## src/rtl/fsm_job_arbiter_if.sv

```systemverilog
// Requester and engine handshake bundle for the shared job arbiter.
// The arbiter side is slave; clients plus engine form the master side.
interface fsm_job_arbiter_if #(
    parameter int N_REQ = 4
);
    localparam int IDW = $clog2(N_REQ);

    logic [N_REQ-1:0] req;
    logic [N_REQ-1:0] gnt;
    logic [N_REQ-1:0] ack;
    logic [IDW-1:0]   grant_id;
    logic             eng_start;
    logic             eng_done;
    logic             busy;
    logic             timeout_err;

    modport master (
        output req,
        output eng_done,
        input  gnt,
        input  ack,
        input  grant_id,
        input  eng_start,
        input  busy,
        input  timeout_err
    );

    modport slave (
        input  req,
        input  eng_done,
        output gnt,
        output ack,
        output grant_id,
        output eng_start,
        output busy,
        output timeout_err
    );
endinterface

```

## src/rtl/fsm_job_arbiter.sv

```systemverilog
// Round-robin arbiter sharing one start/done engine among N_REQ clients,
// with a watchdog that aborts a job the engine never finishes.
module fsm_job_arbiter #(
    parameter  int N_REQ   = 4,
    parameter  int TIMEOUT = 16,
    localparam int TMR_W   = $clog2(TIMEOUT + 1)
) (
    input logic               clk,
    input logic               rst,
    fsm_job_arbiter_if.slave  bus
);
    localparam int IDW = $clog2(N_REQ);

    typedef enum logic [1:0] {
        IDLE,
        START,
        WAIT,
        DONE
    } state_t;

    state_t           state_q;
    logic [N_REQ-1:0] gnt_q;
    logic [N_REQ-1:0] ack_q;
    logic [IDW-1:0]   id_q;
    logic [IDW-1:0]   last_q;
    logic [TMR_W-1:0] tmr_q;
    logic             start_q;
    logic             busy_q;
    logic             terr_q;

    logic [IDW-1:0]   win_d;
    logic             found_d;

    // Scan downward so the candidate nearest to last+1 overwrites the rest.
    always_comb begin
        win_d   = '0;
        found_d = 1'b0;
        for (int i = N_REQ; i >= 1; i--) begin
            int             idx;
            logic [IDW-1:0] idx_w;
            idx = int'(last_q) + i;
            if (idx >= N_REQ) begin
                idx = idx - N_REQ;
            end
            idx_w = IDW'(idx);
            if (bus.req[idx_w]) begin
                win_d   = idx_w;
                found_d = 1'b1;
            end
        end
    end

    always_ff @(posedge clk) begin
        if (!rst) begin
            state_q <= IDLE;
            gnt_q   <= '0;
            ack_q   <= '0;
            id_q    <= '0;
            last_q  <= IDW'(N_REQ - 1);
            tmr_q   <= '0;
            start_q <= 1'b0;
            busy_q  <= 1'b0;
            terr_q  <= 1'b0;
        end else begin
            unique case (state_q)
                IDLE: begin
                    if (found_d) begin
                        id_q    <= win_d;
                        gnt_q   <= N_REQ'(1) << win_d;
                        start_q <= 1'b1;
                        busy_q  <= 1'b1;
                        state_q <= START;
                    end
                end
                START: begin
                    start_q <= 1'b0;
                    tmr_q   <= '0;
                    state_q <= WAIT;
                end
                WAIT: begin
                    tmr_q <= tmr_q + 1'b1;
                    // A done arriving on the last watchdog cycle still counts.
                    if (bus.eng_done) begin
                        ack_q   <= gnt_q;
                        terr_q  <= 1'b0;
                        state_q <= DONE;
                    end else if (tmr_q == TMR_W'(TIMEOUT - 1)) begin
                        ack_q   <= gnt_q;
                        terr_q  <= 1'b1;
                        state_q <= DONE;
                    end
                end
                DONE: begin
                    ack_q   <= '0;
                    terr_q  <= 1'b0;
                    gnt_q   <= '0;
                    busy_q  <= 1'b0;
                    last_q  <= id_q;
                    state_q <= IDLE;
                end
                default: begin
                    state_q <= IDLE;
                end
            endcase
        end
    end

    assign bus.gnt         = gnt_q;
    assign bus.ack         = ack_q;
    assign bus.grant_id    = id_q;
    assign bus.eng_start   = start_q;
    assign bus.busy        = busy_q;
    assign bus.timeout_err = terr_q;
endmodule

```

## src/flat_wrapper.sv

```systemverilog
// flat-port wrapper written by rule: the top's interface ports become plain ports
module fsm_job_arbiter_flat 
#(
    parameter  int N_REQ   = 4,
    parameter  int TIMEOUT = 16,
    localparam int TMR_W   = $clog2(TIMEOUT + 1)
)
  (clk, rst, bus_req, bus_eng_done, bus_gnt, bus_ack, bus_grant_id, bus_eng_start, bus_busy, bus_timeout_err);
  fsm_job_arbiter_if #(.N_REQ(N_REQ)) bus_i ();
  input logic clk;
  input logic rst;
  input wire logic [$bits(bus_i.req)-1:0] bus_req;
  input wire logic [$bits(bus_i.eng_done)-1:0] bus_eng_done;
  output wire logic [$bits(bus_i.gnt)-1:0] bus_gnt;
  output wire logic [$bits(bus_i.ack)-1:0] bus_ack;
  output wire logic [$bits(bus_i.grant_id)-1:0] bus_grant_id;
  output wire logic [$bits(bus_i.eng_start)-1:0] bus_eng_start;
  output wire logic [$bits(bus_i.busy)-1:0] bus_busy;
  output wire logic [$bits(bus_i.timeout_err)-1:0] bus_timeout_err;
  assign bus_i.req = bus_req;
  assign bus_i.eng_done = bus_eng_done;
  assign bus_gnt = bus_i.gnt;
  assign bus_ack = bus_i.ack;
  assign bus_grant_id = bus_i.grant_id;
  assign bus_eng_start = bus_i.eng_start;
  assign bus_busy = bus_i.busy;
  assign bus_timeout_err = bus_i.timeout_err;
  fsm_job_arbiter #(.N_REQ(N_REQ), .TIMEOUT(TIMEOUT)) u_core (.clk(clk), .rst(rst), .bus(bus_i));
endmodule
```

## config.mk

```make
export PLATFORM = sky130hd
export DESIGN_NAME = fsm_job_arbiter_flat
export DESIGN_NICKNAME = d
export VERILOG_FILES = /design/src/rtl/fsm_job_arbiter_if.sv /design/src/rtl/fsm_job_arbiter.sv /design/src/flat_wrapper.sv
export SDC_FILE = /design/constraint.sdc
export NUM_CORES = 1
export LEC_CHECK = 0
export ABC_AREA = 1
export CELL_PAD_IN_SITES_DETAIL_PLACEMENT = 0
export CELL_PAD_IN_SITES_GLOBAL_PLACEMENT = 1
export CORE_ASPECT_RATIO = 0.6
export CORE_UTILIZATION = 37
export DETAILED_ROUTE_END_ITERATION = 10
export PLACE_DENSITY = 0.8
export SETUP_SLACK_MARGIN = 0.15
export SYNTH_ARGS = -nofsm -noshare
export SYNTH_HDL_FRONTEND = slang
export SYNTH_SLANG_ARGS = --single-unit
```

## constraint.sdc

```tcl
create_clock -name clk -period 1.9 [get_ports clk]
set_clock_uncertainty 0.05 [all_clocks]
set_input_delay 0.38 -clock clk [delete_from_list [all_inputs] [get_ports clk]]
set_output_delay 0.38 -clock clk [all_outputs]
set_load 0.01 [all_outputs]
```

==> metrics.cfg <==
[clock_network]
numCtsBuffers = 3
cts_root_buffer = clkbuf_8
clockBufferDepth = 2
postCtsHoldBufs = 0
clkSlewWorstSetupHoldPaths_ns = 0.08
cts_num_sinks = 22
insertion_delay_ns = 0.26
cts.htree.levels = 1
cts_tree = done

[final_layout]
stdcell_count = 244
nNetsFinal = 216
layout.area.seq_um2 = 444
final_area_um2 = 1640
area_growth_pct = 35.7
diodes = 0
multi_input_area_um2 = 711
drive_above_1_share_pct = 24.8
fillCellCount = 278

[timing]
whs_ns = 0.416
clock.fmax_ghz = 0.595
tightest_slew_ns = 0.287
fin_tns_setup_ns = 0
finalCriticalPeriod_ns = 1.68
hold_violations = 0
timing.final.max_slew_violations = 0
setup_violations = 0
finalCritPeriodShare_pct = 88.4
max-slew-margin-rel_pct = 80.7
rsz0062_at_grt = yes

[min_path]
min_path_type = reg -> reg
hold_path_startpoint = u_core.bus.ack[3]
min_to = u_core.bus.ack[3]
hold_path_depth = 2

[yosys]
syn_nets = 183
syn-instance-count = 170
synth_common_cells = nand2_1, dfxtp_1, inv_1
synth_top_area_cell = dfxtp_1
synth.area.top_cells = dfxtp_1, nand2_1, nand3_1
yosysMostFrequentCell = nand2_1
ys.flop_type = dfxtp_1
async_flop_share_pct = 0
synth.distinct_cells = 25
yosysTopAreaCellShare_pct = 36.6
synth_edf_count = 0
syn_avg_cell_area_um2 = 7.09
synth_warnings = 0
synth_area_um2 = 1200
seq_area_frac_synth_pct = 36.6
ys_ff_latch = 22

[route]
ant_nets = 0
drt-pass1-iter-count = 4
drc_errors = 0
wire_per_inst_um = 11.8
vias = 1176
vias_per_cell = 4.82
wl_um = 2880
drt_iter0_markers = 63

[floorplan]
die_width_um = 75.7
io_pins = 20
num_rows = 15
design.core.area_um2 = 2980
die_height_um = 46.2
dieArea_um2 = 3500
start_util_pct = 40.4

[grt]
grt-ovfl-total = 0
grt_max_degree = 13
grt_pass1_vias = 1090
antenna_found_initial = 0
groute.usage.overall_pct = 18.8
grt_pass1_wl_um = 4880

[placed_design]
placed_cells = 238
placedInstanceArea_um2 = 1500
place.gp.congestion = 0.823
portBuffers = 19
dp_hpwl_um = 2250

[setup_path]
crit_fanout = 5
reg2regPathDepth = 9
r2r_slack_ns = 0.23
end_kind = flop
r2r-end = u_core.bus.ack[2]
timing.rr.start = u_core.tmr_q[1]
critPathRequiredTime_ns = 2.00
cp-start-kind = input port
crit_arrival_ns = 1.78
critPathKind = in -> reg

[power_and_ir_drop]
power_frac_comb_pct = 55.4
p_sw_mw = 0.952
peakVddDrop_mv = 0.605
power_density_nw_per_um2 = 1400
p_leak_nw = 0.720
pwr-share-clk_pct = 14.6
swShare_pct = 41.5
p_int_mw = 1.34
pwr-share-seq_pct = 30.0

[flow_run]
cap_violations = 0

[status]
outcome = finished clean

==> power groups by stage <==
stage	registers [mW]	logic, mW	clock network [mW]
CTS	0.681	1.18	0.345
global route	0.703	1.43	0.363
detailed placement	0.689	1.15	0
floorplan	0.699	0.689	0
global placement	0.685	1.14	0
finish	0.687	1.27	0.335
==> stage by stage <==
stage,power (mW),util [%],worst slack (ns)
2_1_floorplan,1.39,-,0.205
3_3_place_gp,1.82,50.3,-0.0323
3_5_place_dp,1.84,50.3,-0.0308
4_1_cts,2.21,52.7,0.150
5_1_grt,2.49,54.8,0.117
6_report,2.29,54.8,0.220
==> cell usage in the layout, fill, tap and decap left out, types with 3 or more instances in the layout <==
cell type and n:
ha_1 4, inv_2 4, nand3_1 14, clkdlybuf4s50_1 18, nand2_1 33, nand2_4 3, inv_1 18, nand2_2 8
dfxtp_2 3, buf_4 11, nand3_2 3, dfxtp_1 19, o21ai_0 7, a21oi_1 15, clkbuf_8 4, nor3_1 6
nor2_1 13
==> final cells by class <==
cell class                      count  area share, %
Clock buffer                        4           3.37
Inverter                           24           5.97
Multi-Input combinational cell    122           43.5
Sequential cell                    22           27.2
Tap cell                           42           3.21
Timing Repair Buffer               30           16.8
==> what timing repair did <==
| item | 4_1_cts | 5_1_grt |
|---|---|---|
| endpoints found under the hold margin | 0 | 0 |
| resized for setup | 8 | 15 |
| setup buffers | 0 | 2 |
| setup endpoints to repair | 4 | 13 |
| pin swaps | 2 | 7 |
==> worst max path at each step <==
stage	from	end	slack [ns]	cells past startpoint
6_report	bus_req[3]	u_core.bus.eng_start	0.22	11
3_3_place_gp	bus_req[1]	u_core.bus.gnt[0]	-0.03	13
3_5_place_dp	bus_req[1]	u_core.bus.eng_start	-0.03	11
5_1_grt	bus_req[3]	u_core.bus.grant_id[1]	0.12	11
4_1_cts	u_core.tmr_q[0]	u_core.bus.ack[2]	0.15	9
2_1_floorplan	u_core.tmr_q[0]	u_core.bus.timeout_err	0.20	9
==> registers in the layout, summed over array words and instances (netlist names) <==
| name | count |
|---|---|
| u_core.bus.timeout_err | 1 |
| u_core.bus.grant_id | 2 |
| u_core.bus.ack | 4 |
| u_core.last_q | 2 |
| u_core.bus.busy | 1 |
| u_core.tmr_q | 5 |
| u_core.bus.gnt | 4 |
| u_core.bus.eng_start | 1 |
| u_core.state_q | 2 |
==> critical path, cell delays in order <==
cell,delay (ns)
clkdlybuf4s50_1,0.41
inv_2,0.08
nand2_1,0.08
nand2_1,0.08
and2_4,0.15
nand2_2,0.06
nand2_4,0.11
inv_1,0.06
buf_4,0.14
o21ai_0,0.17
a21oi_1,0.06
==> per-layer routing <==
| metal | GRT usage (%) | vias up | wire, um |
|---|---|---|---|
| met5 | 0 | - | 0 |
| met3 | 4.60 | 2 | 133 |
| met2 | 28.4 | 26 | 1190 |
| met4 | 3.33 | 0 | 14 |
| li1 | - | 613 | - |
| met1 | 27.4 | 535 | 1540 |
==> cells by family after synthesis <==
| group | count (synthesis) | share of synthesized area, % |
|---|---|---|
| AND/OR/NAND/NOR | 87 | 35.0 |
| AO/OA/AOI/OAI | 29 | 13.1 |
| buffers and inverters | 26 | 9.14 |
| flip-flops | 22 | 36.6 |
| adder cells (fa/ha/maj) | 6 | 6.23 |
Power figures use the tool's default switching activity.
